## src/rtl/clock_set_ctrl.sv

```systemverilog
// rtl/clock_set_ctrl.sv - button-driven hour/min/sec edit FSM with timed overwrite strobe
// Captures the running time, edits one field at a time, then strobes it back into the clock.
module clock_set_ctrl #(
  parameter int OW_CYCLES   = 2,
  parameter int TIMEOUT_CYC = 1000
) (
  input  logic        clk,
  input  logic        rst_n,
  input  logic        btn_mode,
  input  logic        btn_inc,
  input  logic        btn_dec,
  input  logic [16:0] time_cur,
  output logic [16:0] time_in,
  output logic        time_ow,
  output logic        editing,
  output logic [1:0]  edit_field
);

  localparam int TO_W = (TIMEOUT_CYC > 2) ? $clog2(TIMEOUT_CYC) : 1;

  typedef enum logic [2:0] {
    IDLE,
    EDIT_HR,
    EDIT_MIN,
    EDIT_SEC,
    COMMIT
  } state_t;

  state_t      state, state_nxt;
  logic [16:0] time_nxt;
  logic [TO_W-1:0] to_cnt, to_nxt;
  logic [7:0]  ow_cnt, ow_nxt;

  logic [5:0]  fld, fld_max, fld_new;
  logic [16:0] time_edit;
  logic        adj;

  // Out-of-range captured values wrap like the max: inc goes to 0, dec goes to max.
  function automatic logic [5:0] wrap_inc(input logic [5:0] v, input logic [5:0] mx);
    return (v >= mx) ? 6'd0 : v + 6'd1;
  endfunction

  function automatic logic [5:0] wrap_dec(input logic [5:0] v, input logic [5:0] mx);
    return (v == 6'd0 || v > mx) ? mx : v - 6'd1;
  endfunction

  always_ff @(posedge clk or negedge rst_n) begin
    if (!rst_n) begin
      state   <= IDLE;
      time_in <= '0;
      to_cnt  <= '0;
      ow_cnt  <= '0;
    end else begin
      state   <= state_nxt;
      time_in <= time_nxt;
      to_cnt  <= to_nxt;
      ow_cnt  <= ow_nxt;
    end
  end

  always_comb begin
    fld     = time_in[5:0];
    fld_max = 6'd59;
    case (state)
      EDIT_HR:  begin fld = {1'b0, time_in[16:12]}; fld_max = 6'd23; end
      EDIT_MIN: fld = time_in[11:6];
      default:  fld = time_in[5:0];
    endcase
    fld_new   = btn_inc ? wrap_inc(fld, fld_max) : wrap_dec(fld, fld_max);
    time_edit = time_in;
    case (state)
      EDIT_HR:  time_edit[16:12] = fld_new[4:0];
      EDIT_MIN: time_edit[11:6]  = fld_new;
      default:  time_edit[5:0]   = fld_new;
    endcase
    adj = btn_inc ^ btn_dec;
  end

  always_comb begin
    state_nxt  = state;
    time_nxt   = time_in;
    to_nxt     = to_cnt;
    ow_nxt     = ow_cnt;
    time_ow    = 1'b0;
    editing    = 1'b0;
    edit_field = 2'd0;
    case (state)
      IDLE: begin
        if (btn_mode) begin
          state_nxt = EDIT_HR;
          time_nxt  = time_cur;
          to_nxt    = '0;
        end
      end
      EDIT_HR, EDIT_MIN, EDIT_SEC: begin
        editing    = 1'b1;
        edit_field = (state == EDIT_HR) ? 2'd1 : (state == EDIT_MIN) ? 2'd2 : 2'd3;
        if (btn_mode) begin
          state_nxt = (state == EDIT_HR) ? EDIT_MIN : (state == EDIT_MIN) ? EDIT_SEC : COMMIT;
          to_nxt    = '0;
          ow_nxt    = '0;
        end else if (adj) begin
          time_nxt = time_edit;
          to_nxt   = '0;
        end else if (to_cnt == TO_W'(TIMEOUT_CYC - 1)) begin
          state_nxt = IDLE;
          to_nxt    = '0;
        end else begin
          to_nxt = to_cnt + 1'b1;
        end
      end
      COMMIT: begin
        time_ow = 1'b1;
        if (ow_cnt == 8'(OW_CYCLES - 1)) begin
          state_nxt = IDLE;
          ow_nxt    = '0;
        end else begin
          ow_nxt = ow_cnt + 8'd1;
        end
      end
      default: state_nxt = IDLE;
    endcase
  end

endmodule

```

## config.mk

```make
export PLATFORM = sky130hd
export DESIGN_NAME = clock_set_ctrl
export DESIGN_NICKNAME = d
export VERILOG_FILES = /design/src/rtl/clock_set_ctrl.sv
export SDC_FILE = /design/constraint.sdc
export NUM_CORES = 1
export LEC_CHECK = 0
export CAP_MARGIN = 30
export CORE_MARGIN = 3
export CORE_UTILIZATION = 45
export DETAILED_ROUTE_END_ITERATION = 10
export HOLD_SLACK_MARGIN = 0.1
export PLACE_DENSITY = 0.75
export SYNTH_ARGS = -nofsm -noshare
export SYNTH_HDL_FRONTEND = slang
export SYNTH_SLANG_ARGS = --single-unit
```

## constraint.sdc

```tcl
create_clock -name clk -period 5.19 [get_ports clk]
set_clock_uncertainty 0.1 [all_clocks]
set_input_delay 1.038 -clock clk [delete_from_list [all_inputs] [get_ports clk]]
set_output_delay 1.038 -clock clk [all_outputs]
set_load 0.005 [all_outputs]
```

==> run_results.csv <==
group,metric,value,unit
clocking,numCtsBuffers,5,
pwr,p_per_area,643,nW/µm²
grt,grt_pass1_wl,10700,µm
placed_design,post_dp_cell_area,3090,µm²
route,drt_iter0_markers,168,
worst_setup_path,crit_required,4050,ps
pwr,peakVddDrop,0.000409,V
grt,grt_pass1_vias,2221,
yosys,syn_area,2650,µm²
sta,fmax,0.260,GHz
cells_and_area,diodes,0,
yosys,yosysWarningCount,0,
placed_design,io_buffers,42,
floorplanning,dieArea,6860,µm²
worst_setup_path,worstPathArrival,2710,ps
cells_and_area,utilization,56.8,%
worst_setup_path,startpoint,"state[2]$_DFFE_PN0P_",
pwr,power_switching_share,46.6,%
sta,drv_slew,0,
route,wl,6210,µm
placed_design,dp.cells,412,
clocking,cts_tree,"done",
sta,fin_setup_tns,0,ps
grt,antenna_found_initial,0,
route,dr.pass1.iters,4,
route,dr_total_vias,2368,
yosys,yosysSeqAreaShare,35.8,%
sta,final_hold_viol_count,0,
grt,grtUsageTotal,20.2,%
sta,fin_crit,3850,ps
route,routedWlPerCell,14.8,µm
pwr,p_leak,1.37,nW
route,via_per_inst,5.64,
clocking,cts_root_buffer,"clkbuf_8",
placed_design,dp_hpwl,4550,µm
clocking,cts_max_path_buffers,2,
route,postRouteAntennaNets,0,
worst_setup_path,setup.worst_path.end_class,"primary output",
worst_setup_path,start_kind,"register",
cells_and_area,postLayoutCellArea,3190,µm²
floorplanning,rows,27,
clocking,path_clk_slew,80,ps
floorplanning,die_w,82.8,µm
yosys,synth.avg_cell_area,8.59,µm²
cells_and_area,final_cell_mix,"clkdlybuf4s50_1 (41), nor2_1 (39), dfrtp_1 (38), o21ai_0 (33), nand2_1 (25)",
pwr,seqPwrFrac,25.5,%
pwr,power.switching,0.000956,W
placed_design,gp_congestion,0.886,
run_status,status,"complete, no violations",
clocking,cts_setup_buffers,0,
sta,setup_ws,1340,ps
sta,relSlewSlack,44.0,%
pwr,internal-power,0.00109,W
clocking,clk_latency,300,ps
floorplanning,core_area,5610,µm²
sta,grt_setup_unrepaired,"false",
floorplanning,io-pin-count,43,
yosys,synth-seq-cells,38,
clocking,post_cts_resize_count,0,
clocking,htree_levels,2,
cells_and_area,layout_commonest_cell,"clkdlybuf4s50_1",
yosys,postSynthCellCount,309,
cells_and_area,drive_above_1_share,9.48,%
pwr,combPwrFrac,64.0,%
sta,fin_crit_sh,74.2,%
grt,grt_max_degree,39,
hold_path,hold_class,"register to register",
clocking,cts.sinks,38,
cells_and_area,num-fill-cells,511,
worst_setup_path,crit_path_max_fanout,18,
yosys,ys_types,58,
grt,overflow,0,
pwr,pwr-share-clk,10.5,%
floorplanning,die_h,82.8,µm
hold_path,hp-start,"ow_cnt[7]$_DFFE_PN0P_",
cells_and_area,nets,378,
floorplanning,start_util,47.3,%
worst_setup_path,path_class,"register to primary output",
sta,setup_viol,0,
cells_and_area,area_growth,20.0,%
cells_and_area,final_cells,420,
clocking,cts_hold_buf,0,
job,max_cap_violations,0,
sta,tightest_slew,840,ps
yosys,syn_nets,340,
worst_setup_path,r2r_start,"state[1]$_DFFE_PN0P_",
placed_design,post-place-ws,1590,ps
route,remaining_drc_errors,0,
## state kept, by name, summed over array words and instances (netlist names)
signal and flops:
ow_cnt 8, to_cnt 10, time_in 17, state 3
## cell usage after synthesis (all sizes together)
cell type  number  area [µm²]
a211o           1        10.0
a211oi          1        7.51
a21o            2        15.0
a21oi          10        65.1
a221oi          1        15.0
a22o            6        52.6
a2bb2oi         3        26.3
a311o           1        11.3
a311oi          1        8.76
a31oi           8        71.3
a32oi           1        8.76
and2            4        25.0
and2b           2        15.0
and3            8        50.1
and4            1        8.76
and4bb          1        12.5
buf             8        66.3
clkbuf          6        22.5
dfrtp          38         951
ha              9         113
inv            14        52.6
mux2            1        11.3
mux2i           4        40.0
nand2          27         106
nand2b          7        43.8
nand3           7        35.0
nand4           3        18.8
nor2           42         165
nor2b           7        43.8
nor3           10        72.6
nor3b           3        22.5
nor4bb          1        10.0
o211ai          1        7.51
o21a            4        30.0
o21ai          35         175
o221ai          1        15.0
o31ai           9        67.6
o32ai           6        52.6
o41ai           1        8.76
or2             1        6.26
or3             3        23.8
or4b            2        20.0
xnor2           5        43.8
xor2            3        26.3
## logic make-up (layout without fill, tap and decap cells)
logic type / after synthesis / in the layout / share of synthesized area (%)
simple gates: 129 / 129 / 25.6
xor+xnor: 8 / 8 / 2.64
flops: 38 / 38 / 35.8
buf+inv: 28 / 67 / 5.33
compound gates: 92 / 92 / 24.4
fa+ha+maj: 9 / 9 / 4.24
mux: 5 / 5 / 1.93
## layer usage
layer | routed length, µm | vias to the layer above | GRT usage, % | share of wire [%]
li1 | - | 1192 | - | -
met1 | 2960 | 1101 | 29.9 | 48
met2 | 2800 | 68 | 29.1 | 45
met3 | 349 | 7 | 3.56 | 5.6
met4 | 99 | 0 | 7.84 | 1.6
met5 | 0 | - | 0 | 0
## area by class of cell
type | instances | area, µm² | share of cell area, %
repair buffers | 45 | 435 | 13.7
flip-flops and latches | 38 | 951 | 29.9
clock inverters | 2 | 12.5 | 0.393
inverters | 14 | 52.6 | 1.65
well taps | 72 | 90.1 | 2.83
clock buffers | 6 | 82.6 | 2.59
multi-input cells | 243 | 1560 | 49.0
## critical path: stages (launching register included)
cell,delay [ps]
dfrtp_1,700
inv_2,210
o21ai_1,460
inv_1,470
clkdlybuf4s50_1,570
## through the flow
step                      total power (W)  hold WS, ps
after global routing              0.00224          435
final                             0.00205          391
after global placement            0.00181          378
after floorplan                   0.00146          343
after detailed placement          0.00183          386
after CTS                         0.00206          394
## path summary, 6_finish.rpt
kind	slack, ps	cells past startpoint	endpoint
max reg2reg	1570	13	time_in[11]$_DFFE_PN0P_
min reg2reg	390	1	ow_cnt[7]$_DFFE_PN0P_
min in group asynchronous	740	1	to_cnt[5]$_DFFE_PN0P_
max	1340	4	editing
min	390	1	ow_cnt[7]$_DFFE_PN0P_
max in group asynchronous	3720	1	time_in[10]$_DFFE_PN0P_
## power groups by stage
stage / clock (W) / combinational (W) / sequential [W]
3_3_place_gp: 0 / 0.00128 / 0.000525
5_1_grt: 0.000231 / 0.00147 / 0.000540
2_1_floorplan: 0 / 0.00100 / 0.000460
4_1_cts: 0.000221 / 0.00131 / 0.000521
3_5_place_dp: 0 / 0.00131 / 0.000526
6_report: 0.000215 / 0.00131 / 0.000522
(Power assumes the default switching activity.)
